--- src/rtl/subz1_unpack_stream.sv ---
// Input zero-point removal: two-stage valid/ready pipeline emitting sign-extended (q1 - z1) lanes.
// Optional define ZERO_MASK_EN adds m_zero_mask flagging lanes where q1 == z1.
module subz1_unpack_stream #(
  parameter int LANES     = 8,
  parameter int OUT_W     = 16,
  parameter int PIX_CNT_W = 20
) (
  input  logic                   clk,
  input  logic                   rst,
  input  logic [7:0]             zero_data_in,
  input  logic [PIX_CNT_W-1:0]   frame_len,
  input  logic                   s_valid,
  output logic                   s_ready,
  input  logic [LANES*8-1:0]     s_data,
  output logic                   m_valid,
  input  logic                   m_ready,
  output logic [LANES*OUT_W-1:0] m_data,
  output logic                   m_last,
  output logic                   busy
`ifdef ZERO_MASK_EN
  ,
  output logic [LANES-1:0]       m_zero_mask
`endif
);

  typedef enum logic {IDLE, RUN} state_t;

  state_t                 state_q, state_d;
  logic [PIX_CNT_W-1:0]   cnt_q, cnt_d;
  logic [7:0]             zLatch_q, zLatch_d;
  logic [PIX_CNT_W-1:0]   lenLatch_q, lenLatch_d;

  logic                   v1_q;
  logic [LANES*8-1:0]     data1_q;
  logic [7:0]             z1_q;
  logic                   last1_q;

  logic                   v2_q;
  logic [LANES*OUT_W-1:0] data2_q, data2_d;
  logic                   last2_q;

  logic                   s2Open;
  logic                   s1Open;
  logic                   accept;
  logic [7:0]             zUse;
  logic [PIX_CNT_W-1:0]   lenUse;
  logic                   lastBeat;
  logic [8:0]             laneDiff [LANES];

  // S2 can take a beat when empty or draining; S1 likewise when S2 is draining it.
  assign s2Open  = !v2_q || m_ready;
  assign s1Open  = !v1_q || s2Open;
  assign s_ready = !rst && s1Open;
  assign accept  = s_valid && s_ready;

  // The first beat of a frame sees the live zero point and length, later beats the latched copies.
  assign zUse     = (state_q == IDLE) ? zero_data_in : zLatch_q;
  assign lenUse   = (state_q == IDLE) ? frame_len : lenLatch_q;
  assign lastBeat = (lenUse == '0) || (cnt_q == lenUse - PIX_CNT_W'(1));

  always_comb begin
    state_d    = state_q;
    cnt_d      = cnt_q;
    zLatch_d   = zLatch_q;
    lenLatch_d = lenLatch_q;
    if (accept) begin
      if (state_q == IDLE) begin
        zLatch_d   = zero_data_in;
        lenLatch_d = frame_len;
      end
      if (lastBeat) begin
        cnt_d   = '0;
        state_d = IDLE;
      end else begin
        cnt_d   = cnt_q + PIX_CNT_W'(1);
        state_d = RUN;
      end
    end
  end

  // 9-bit difference covers -255..+255; the signed cast sign-extends into the output lane.
  always_comb begin
    data2_d = '0;
    for (int i = 0; i < LANES; i++) begin
      laneDiff[i] = {1'b0, data1_q[8*i +: 8]} - {1'b0, z1_q};
      data2_d[OUT_W*i +: OUT_W] = OUT_W'($signed(laneDiff[i]));
    end
  end

  always_ff @(posedge clk) begin
    if (rst) begin
      state_q    <= IDLE;
      cnt_q      <= '0;
      zLatch_q   <= '0;
      lenLatch_q <= '0;
      v1_q       <= 1'b0;
      data1_q    <= '0;
      z1_q       <= '0;
      last1_q    <= 1'b0;
      v2_q       <= 1'b0;
      data2_q    <= '0;
      last2_q    <= 1'b0;
    end else begin
      state_q    <= state_d;
      cnt_q      <= cnt_d;
      zLatch_q   <= zLatch_d;
      lenLatch_q <= lenLatch_d;
      if (s1Open) begin
        v1_q <= s_valid;
        if (s_valid) begin
          data1_q <= s_data;
          z1_q    <= zUse;
          last1_q <= lastBeat;
        end
      end
      if (s2Open) begin
        v2_q <= v1_q;
        if (v1_q) begin
          data2_q <= data2_d;
          last2_q <= last1_q;
        end
      end
    end
  end

`ifdef ZERO_MASK_EN
  logic [LANES-1:0] mask_q, mask_d;

  always_comb begin
    mask_d = '0;
    for (int i = 0; i < LANES; i++) begin
      mask_d[i] = (data1_q[8*i +: 8] == z1_q);
    end
  end

  always_ff @(posedge clk) begin
    if (rst) begin
      mask_q <= '0;
    end else if (s2Open && v1_q) begin
      mask_q <= mask_d;
    end
  end

  assign m_zero_mask = mask_q;
`endif

  assign m_valid = v2_q;
  assign m_data  = data2_q;
  assign m_last  = last2_q;
  assign busy    = !rst && ((state_q == RUN) || v1_q || v2_q);

endmodule

--- config.mk ---
export PLATFORM = sky130hd
export DESIGN_NAME = subz1_unpack_stream
export DESIGN_NICKNAME = d
export VERILOG_FILES = /design/src/rtl/subz1_unpack_stream.sv
export SDC_FILE = /design/constraint.sdc
export NUM_CORES = 1
export LEC_CHECK = 0
export BUFFER_PORTS_ARGS = -buffer_cell sky130_fd_sc_hd__buf_2
export CORE_MARGIN = 2
export CORE_UTILIZATION = 45
export DETAILED_ROUTE_END_ITERATION = 10
export PLACE_DENSITY = 0.81
export SKIP_CTS_REPAIR_TIMING = 1
export SYNTH_ARGS = -nofsm -noshare
export SYNTH_HDL_FRONTEND = slang
export SYNTH_SLANG_ARGS = --single-unit
--- constraint.sdc ---
create_clock -name clk -period 2.9 [get_ports clk]
set_input_delay 0.58 -clock clk [delete_from_list [all_inputs] [get_ports clk]]
set_output_delay 0.58 -clock clk [all_outputs]
set_load 0.005 [all_outputs]
Yosys cells after proc, flatten, opt, wreduce, memory -nomap -nowiden
Cells that the tools add are included.
{ "totals": {"register_bits": 246, "latch_bits": 0, "mem_bits_rw": 0, "rom_bits": 0, "inputBits": 96, "output_inout_bits": 132, "n_memories": 0} }
{ "classes": {"addsub": 10, "multipliers": 0, "div": 0, "order_cmp": 0, "n_eq_ne": 1, "shift": 0, "n_mux": 4, "bitwise_logic": 0, "reduce_logical": 14} }
{ "ops": {"columns": ["cell", "n"], "rows": [
  ["8-bit by 8-bit subtractor with 9-bit output", 8],
  ["20-bit two-way mux", 2],
  ["20-bit by 1-bit adder with 20-bit output, second input constant", 1],
  ["20-bit equality test", 1],
  ["20-bit logical NOT", 1],
  ["20-bit by 1-bit subtractor with 20-bit output, second input constant", 1],
  ["8-bit two-way mux", 1],
  ["1-bit logical OR", 5],
  ["2-bit AND reduction", 2],
  ["1-bit logical AND", 3],
  ["1-bit logical NOT", 3],
  ["1-bit two-way mux", 1]
]} }

Depth between registers and ports, before layout
Gate-level depths: netlist (run 1).
{ "logic_depth": {"word_depth": 5, "mapped_depth": 15} }

Worst setup path after synthesis (run 1)
OpenSTA, ideal clock, no wires.
{ "synth_path": {"path_type": "flip-flop to flip-flop", "start": "reg state_q", "end": "reg cnt_q[10]", "setup_ps": 133, "arrival_ps": 3045, "setup_slack_ps": -279, "stages_incl_launch_ff": 15, "path_cell_list": "dfxtp_1 buf_6 buf_6 buf_6 buf_2 mux2i_1 ha_1 o21ai_1 nor2_1 nor4b_1 xnor2_1 nand4_1 nor4_4 buf_4 nor4_1"} }
{ "synth_via": {"elab_chain_len": 5} }
{ "synth_lines": {"columns": ["item", "line_no", "source"], "rows": [
  ["from (decl)", "28", "state_t state_q, state_d;"],
  ["from (signal assigned)", "104", "state_q <= state_d;"],
  ["20-bit two-way mux *", null, null],
  ["20-bit by 1-bit subtractor with 20-bit output", "59", "assign lastBeat = (lenUse == '0) || (cnt_q == lenUse - PIX_CNT_W'(1));"],
  ["20-bit equality test", "59", null],
  ["1-bit logical OR *", "59", null],
  ["20-bit two-way mux *", "71", "if (lastBeat) begin"],
  ["to (signal assigned)", "105", "cnt_q <= cnt_d;"],
  ["to (decl)", "29", "logic [PIX_CNT_W-1:0] cnt_q, cnt_d;"]
]} }
Every way passes the cells marked *; elsewhere a longest branch is shown, timed or not.
A chain may end at the register's enable or synchronous reset.

Worst setup path in the final report (run 1)
{ "layout_path": {"start": "reg state_q", "end": "reg cnt_q[19]"} }
The elaborated chain is that of the path after synthesis.

==> results of run 1 <==
## Yosys cell counts, drive strengths merged (2+ instances only)
cell,number,area (sq um)
a311oi,2,17.5
inv,52,195
nor3,45,230
a21oi,129,649
nand3,15,75.1
buf,78,532
nor4,27,230
a21boi,22,165
nand4,8,50.1
and4,2,17.5
mux2,3,33.8
and2,2,12.5
ha,67,838
or3,10,62.6
nor3b,12,105
a22oi,8,60.1
xnor2,25,219
o31ai,3,27.5
xor2,29,254
nor2,123,462
dfxtp,197,3940
nor4b,6,86.3
nand2,237,890
fa,8,160
nor2b,25,156
a31oi,18,113
and3,4,25.0
nand2b,14,87.6
a21o,8,60.1
o21ai,50,254
o31a,7,61.3
mux2i,31,327
o21a,2,15.0
clkbuf,49,184
o22ai,2,12.5
o221ai,2,30.0
a31o,2,17.5
a211oi,30,225
## logic make-up after synthesis
kind of cell	share of synthesized area (%)
and+or+nand+nor	23.0
AOI/OAI and AO/OA	15.7
DFF	36.1
buffers and inverters	8.34
adders and majority gates	9.15
xor gates and xnor gates	4.33
muxes	3.30
## cell usage in the layout (no fill, tap or decap), types with 5 or more instances in the layout
cell type,synthesis,routed
nand2_1,237,236
buf_2,2,226
dfxtp_1,197,195
a21oi_1,128,128
nor2_1,123,122
ha_1,67,66
buf_4,57,53
inv_1,52,51
o21ai_0,44,44
nor3_1,44,43
a211oi_1,30,30
xor2_1,29,29
nor2b_1,25,24
xnor2_1,25,24
mux2i_1,29,24
a21boi_0,22,22
clkbuf_16,0,20
a31oi_1,18,18
nand3_1,15,15
nand2b_1,14,14
nor4_4,2,12
or3_1,10,10
nor3b_1,9,9
nor4_1,20,9
a22oi_1,8,8
nand4_1,8,8
a21o_1,8,8
fa_1,8,8
o31a_1,7,7
buf_6,3,7
buf_12,0,7
nor4_2,5,6
clkinv_8,0,5
## per-layer routing
layer  wire length, microns  GRT usage [%]
met3                   2180           5.25
met4                    950           8.60
met1                  13700           30.7
met2                  15600           40.8
met5                     18              0
## stage by stage
stage	cell area (sq um)	power, W
3_3_place_gp	12300	0.00461
2_1_floorplan	11000	0.00415
4_1_cts	13000	0.00723
5_1_grt	13400	0.00762
6_report	13400	0.00726
3_5_place_dp	12300	0.00467
## power groups by stage
stage                     sequential, W  combinational, W  clock, W
after floorplan                 0.00306           0.00109         0
after global placement          0.00307           0.00154         0
after detailed placement        0.00308           0.00159         0
after CTS                       0.00302           0.00160   0.00260
after global routing            0.00304           0.00186   0.00271
final                           0.00302           0.00167   0.00256
## flip-flops by register name (all words and copies together), names as in the netlist
signal      count
cnt_q          20
last1_q         1
m_last          1
lenLatch_q     20
z1_q            8
m_data         72
m_valid         1
zLatch_q        8
v1_q            1
data1_q        64
state_q         1
## worst paths after layout
path / start / endpoint / slack, ns / cells after the start
max reg2reg: state_q / cnt_q[19] / 0.03 / 12
min reg2reg: m_data[5] / m_data[5] / 0.45 / 2
max: state_q / cnt_q[19] / 0.03 / 12
min: s_data[15] / data1_q[15] / 0.37 / 3
## worst reg2reg max path, delay by kind of cell (launching register included)
| kind | cells | cell delay [ns] |
|---|---|---|
| AO/OA/AOI/OAI | 2 | 0.27 |
| buffers and inverters | 4 | 0.64 |
| flip-flops | 1 | 0.40 |
| multiplexers | 2 | 0.50 |
| AND/OR/NAND/NOR | 4 | 0.90 |
## layout make-up
type | instances | area share (%)
Clock inverter | 15 | 1.62
Inverter | 52 | 1.48
Tap cell | 324 | 3.02
Antenna cell | 1 | 0.0186
Sequential cell | 197 | 29.4
Timing Repair Buffer | 296 | 13.6
Multi-Input combinational cell | 982 | 47.7
Clock buffer | 17 | 3.17
==> metrics, run 1 <==
first-pass GRT wire length 49500 microns; leakage power between 5 and 6 nW; Avg Cell Area, Syn about 8.0 sq um; status complete, no violations; hold_ws around 0.37 ns; asr flop ratio synth 0%; crit path max-delay cell type dfxtp_4; Crit path buffers/inverters 4; sequential share of the synthesized area a little over a third; Crit path top cell by count nor4_4; worst-path cell chain buf_12 > nor4_4 > o221ai_4 > buf_6 > nor4_4 > mux2_4 > mux2i_2 > a21oi_2 > nor4_4 > buf_6 > clkbuf_16 > nor4_2; IO Count 228; post-DP HPWL 22400 microns; Sw Share 32.7%; dpl ws -0.0904 ns; clock skew around 0.015 ns; Relative slew margins between 50% and 60%; Final ANT Viol Nets 0; Die Area 0.0255 sq mm; share of cells above drive strength 1 around a quarter; Worst path max stage delay 0.40 ns; Crit path max-delay family simple AND/OR/NAND/NOR gates; cells after synthesis between 1000 and 1500; fin crit period between 2 and 3 ns; clock buffers created by TritonCTS 17; Final Max Tran Viols 0; worst skew pair latency between 0.4 and 0.5 ns; Max Fclk 0.349 GHz; Clock Path Buffers 2; Starting Density roughly 45%; routed length per instance around 17 microns; Final nets approximately 1700; Finished Core Util between 50 and 60%; setup TNS 0 ns; RSZ-0062 raised after global routing yes; Post-synth EDFFs 0; Fill cells 2191; Clock transition at path regs approximately 0.090 ns; DR pass1 iterations 5; combinational power share a little under a quarter; post-DR vias/cell between 5 and 6; Core ar. between 0.02 and 0.025 sq mm; final wirelength 32400 microns; post-synth net total around 1500; pin slew with the least headroom to its limit roughly 0.71 ns; FP Rows 57; Pwr Density between 500 and 600 mW/mm^2; NetSw approximately 0.0024 W; largest net degree at the start of global routing about 160; clock power share 35.3%; VDD IR-drop max 0.458 mV; Final Worst Setup Slack between 0.03 and 0.04 ns; DRC 0; antenna violations before repair 3; CP Max Fanout 6; Post-Syn Area 0.0109 sq mm; chip height 160 microns; port bufs around 230; Setup crit end kind flop; DR iter-0 viols ~560; Die X approximately 160 microns; grt ovf 0; Yosys warning count 0; Multi-input gate area ~0.0064 sq mm; CTS tree built; internal power around 0.0049 W; area grow syn2layout 23.0%; clk sinks 197; Fin. Hold Viols 0; root buf cell clkbuf_16; critical path startpoint category flop; via count of the routed design 10200; dominant synthesized flop cell dfxtp_1; fin cells about 1900; synth unique cells 58; maximum level of the CTS H-tree 4; WS Path Type flop to flop; Arrival @ worst endpoint approximately 3.2 ns; sequential cell area about 0.004 sq mm; vias in the first global route 9613; critical path data required time about 3.2 ns; Yosys reg bits slightly below 200; GR Util All Layers roughly a quarter; final worst path period share 98.9%; gpl congestion around 0.9; placed insts around 1800; Seq pwr share a little over two fifths; setup violators final 0; Hold Path Class input pin to flop; Max-Cap Viols 0
Note: power is estimated with default switching activity, not from simulation.
==> run 2: changes to the inputs <==
BUFFER_PORTS_ARGS = -buffer_cell sky130_fd_sc_hd__buf_4   (was -buffer_cell sky130_fd_sc_hd__buf_2)
==> metrics, run 2 (synthesis results as in run 1) <==
status complete, no violations; DR pass1 iterations 5; Arrival @ worst endpoint about 3.2 ns; Relative slew margins 48.0%; most common cell after layout, fill and taps aside buf_4; Fin. Hold Viols 0; via count of the routed design roughly 10000; FP Rows 57; worst skew pair latency roughly 0.44 ns; first-pass GRT wire length between 40000 and 50000 microns; DRC 0; CTS tree built; final wirelength about 32000 microns; Setup crit end kind flop; Crit path buffers/inverters 3; Hold Path Class input pin to flop; leakage power 5.77 nW; chip height approximately 160 microns; Starting Density a little under half; crit path max-delay cell type dfxtp_4; combinational power share around 24%; clock buffers created by TritonCTS 17; Crit path max-delay family multiplexers; Final ANT Viol Nets 0; Final Max Tran Viols 0; Final nets ~1700; Core ar. ~0.024 sq mm; post-DR vias/cell around 5.3; critical path startpoint category flop; post-DP HPWL 22400 microns; fin area between 0.01 and 0.015 sq mm; Worst path max stage delay approximately 0.43 ns; critical path data required time 3.19 ns; Max-Cap Viols 0; GR Util All Layers a little under a quarter; share of cells above drive strength 1 between 20% and 30%; WS Path Type flop to flop; worst-path cell chain buf_8 > mux2i_1 > o21ai_2 > nor4_4 > mux2_1 > mux2i_1 > a21oi_2 > nor4_4 > buf_4 > clkbuf_16 > nor4_1; port bufs about 230; CP Max Fanout 9; IO Count 228; NetSw ~0.0023 W; maximum level of the CTS H-tree 4; antenna violations before repair 1; Clock transition at path regs around 0.090 ns; DP Area 0.0129 sq mm; Die Area about 0.026 sq mm; internal power roughly 0.005 W; routed length per instance 16.9 microns; VDD IR-drop max ~0.35 mV; root buf cell clkbuf_16; grt ovf 0; area grow syn2layout 25.5%; Reg2Reg Setup Slack ~0.035 ns; clk sinks 197; Die X roughly 160 microns; Seq pwr share a little over two fifths; fin crit period roughly 2.9 ns; commonest non-fill, non-tap cells in the layout 281 x buf_4, 236 x nand2_1, 196 x dfxtp_1; setup violators final 0; gpl congestion ~0.92; vias in the first global route roughly 9500; number of flip-flops in the largest register 72; DR iter-0 viols roughly 670; clock power share approximately 33%; pin slew with the least headroom to its limit between 0.7 and 0.8 ns; final worst path period share about 99%; Clock Path Buffers 2; Pwr Density between 500 and 600 mW/mm^2; RSZ-0062 raised after global routing yes; Max Fclk 0.349 GHz; largest net degree at the start of global routing around 170; Sw Share 32.1%; hold_ws roughly 0.38 ns; clock skew about 0.015 ns
==> run 2: metal layers <==
metal  share of wire [%]  routed length (microns)  vias to the layer above  GRT usage [%]
li1                    -                        -                     4975              -
met1                  42                    13200                     4675           30.0
met2                  48                    15300                      333           40.9
met3                 7.5                     2370                       44           5.53
met4                 2.6                      811                        0           7.64
met5                   0                        0                        -              0
==> run 2: stage by stage <==
step	total power (W)	setup TNS, ns	utilization [%]	worst slack, ns	instances
2_1_floorplan	0.00415	-0.0935	-	-0.00952	1358
3_3_place_gp	0.00472	-0.650	53.5	-0.0377	1832
3_5_place_dp	0.00477	-1.23	53.5	-0.0798	1832
4_1_cts	0.00717	-0.876	56.0	-0.0605	1864
5_1_grt	0.00755	-1.19	57.0	-0.0741	1877
6_report	0.00718	0	57.0	0.0347	1878
==> run 2: worst reg2reg max path, stage by stage, from the launching register on <==
cell	delay, ns
dfxtp_4	0.43
buf_8	0.17
mux2i_1	0.30
o21ai_2	0.16
nor4_4	0.37
mux2_1	0.36
mux2i_1	0.19
a21oi_2	0.11
nor4_4	0.25
buf_4	0.18
clkbuf_16	0.15
nor4_1	0.06
==> run 2: area by class of cell <==
class / count / area [sq um]
clock inverter: 14 / 174
clock buffer: 18 / 429
tap: 324 / 405
antenna: 1 / 2.50
inverter: 52 / 195
fill: 2161 / 10300
sequential: 197 / 3950
timing repair buffer: 290 / 2260
multi-input combinational: 982 / 6290
==> run 2: path summary, 6_finish.rpt <==
check	startpoint	end	cells after the start
setup / recovery	state_q	cnt_q[15]	11
hold / removal	s_data[40]	data1_q[40]	3
setup reg to reg	state_q	cnt_q[15]	11
hold reg to reg	m_data[21]	m_data[21]	2
==> run 2: power by group through the flow <==
stage / combinational, W / sequential (W) / clock [W]
5_1_grt: 0.00193 / 0.00306 / 0.00256
4_1_cts: 0.00168 / 0.00304 / 0.00245
3_3_place_gp: 0.00163 / 0.00309 / 0
6_report: 0.00174 / 0.00304 / 0.00240
3_5_place_dp: 0.00167 / 0.00310 / 0
2_1_floorplan: 0.00109 / 0.00306 / 0
==> run 3: changes to the inputs <==
CORE_UTILIZATION = 50   (was 45)
PLACE_DENSITY = 0.88   (was 0.81)
==> metrics, run 3 (synthesis results as in run 1) <==
Fill cells 1780; Final nets 1708; vias in the first global route roughly 9800; Crit path max-delay family multiplexers; Final Max Tran Viols 0; setup violators final 0; hold_ws 0.385 ns; WS Path Type flop to flop; Crit path top cell by count nor4_4; post-DP HPWL roughly 23000 microns; fin crit period about 2.9 ns; Max-Cap Viols 0; Reg2Reg Setup Slack 0.04 ns; routed length per instance ~17 microns; Max Fclk around 0.35 GHz; Fin. Hold Viols 0; via count of the routed design 10200; grt ovf 0; sequential cell area around 0.0039 sq mm; number of flip-flops in the largest register 72; Core ar. between 0.02 and 0.025 sq mm; commonest non-fill, non-tap cells in the layout 275 x buf_4, 236 x nand2_1, 195 x dfxtp_1; CP Max Fanout 7; final worst path period share between 90% and 100%; IO Count 228; CTS tree built; Die X approximately 150 microns; Relative slew margins 38.4%; area grow syn2layout 25.1%; final wirelength approximately 31000 microns; post-DR vias/cell between 5 and 6; Crit path buffers/inverters 3; chip height 152 microns; critical path startpoint category flop; FP Rows 54; DR pass1 iterations 5; Hold Path Class input pin to flop; root buf cell clkbuf_16; Finished Core Util about 63%; DR iter-0 viols just under 600; maximum level of the CTS H-tree 4; most common cell after layout, fill and taps aside buf_4; Pwr Density 530 mW/mm^2; Setup crit end kind flop; placed insts about 1800; Multi-input gate area ~0.0063 sq mm; VDD IR-drop max 0.368 mV; Final ANT Viol Nets 0; worst skew pair latency 0.44 ns; pin slew with the least headroom to its limit between 0.9 and 1 ns; gpl congestion 0.903; antenna cells 0; clock skew roughly 0.012 ns; DRC 0; leakage power between 5 and 6 nW; crit path max-delay cell type dfxtp_4; port bufs 227; clk sinks roughly 200; Clock transition at path regs 0.08 ns; share of cells above drive strength 1 between 20% and 30%; status complete, no violations; Die Area 0.0230 sq mm; critical path data required time 3.18 ns; first-pass GRT wire length 48100 microns; RSZ-0062 raised after global routing yes; Arrival @ worst endpoint 3.14 ns; Worst path max stage delay roughly 0.42 ns; clock buffers created by TritonCTS 17; Starting Density approximately 50%; largest net degree at the start of global routing 90; fin cells roughly 1800; antenna violations before repair 0; Clock Path Buffers 2; GR Util All Layers between 20% and 30%; worst-path cell chain buf_4 > mux2i_4 > o221ai_4 > nor4_4 > mux2_4 > mux2i_1 > a21oi_2 > nor4_4 > buf_6 > clkbuf_16 > nor4_2
-- run 3: where the power goes --
group | internal, W | switching [W]
Sequential | 0.00288 | 0.000149
Clock | 0.00127 | 0.00119
Combinational | 0.000813 | 0.000927
Total | 0.00497 | 0.00227
-- run 3: final timing paths --
kind / to / cells after the start / from
hold reg to reg: m_data[37] / 2 / m_data[37]
setup / recovery: cnt_q[13] / 11 / state_q
setup reg to reg: cnt_q[13] / 11 / state_q
hold / removal: data1_q[14] / 3 / s_data[14]
-- run 3: layer usage --
metal / vias up / share of wire, % / track usage (%) / routed length, microns
met5: - / 0 / 0 / 0
li1: 4959 / - / - / -
met3: 58 / 7.0 / 5.69 / 2190
met1: 4792 / 41 / 32.3 / 12800
met2: 363 / 49 / 45.7 / 15200
met4: 0 / 3.5 / 10.4 / 1080
-- run 3: final cells by class --
| type | count | area share (%) |
|---|---|---|
| Clock buffer | 18 | 3.22 |
| Multi-Input combinational cell | 982 | 45.9 |
| Timing Repair Buffer | 287 | 16.6 |
| Tap cell | 280 | 2.57 |
| Clock inverter | 14 | 1.34 |
| Sequential cell | 197 | 28.9 |
| Inverter | 52 | 1.46 |
-- run 3: worst register-to-register path, delay by kind of cell (launching register included) --
family | cells | cell delay [ns]
AO/OA/AOI/OAI | 2 | 0.28
multiplexers | 3 | 0.79
buffers and inverters | 3 | 0.52
flip-flops | 1 | 0.42
AND/OR/NAND/NOR | 3 | 0.69
-- run 3: metrics by stage --
| stage | worst slack (ns) | instance area, sq um | total power, W | TNS [ns] |
|---|---|---|---|---|
| floorplan | -0.00952 | 11000 | 0.00415 | -0.0935 |
| global placement | -0.0809 | 12800 | 0.00471 | -0.235 |
| detailed placement | -0.105 | 12800 | 0.00478 | -0.640 |
| CTS | -0.0449 | 13400 | 0.00723 | -0.0545 |
| global route | -0.0879 | 13700 | 0.00759 | -0.642 |
| finish | 0.0443 | 13700 | 0.00724 | 0 |
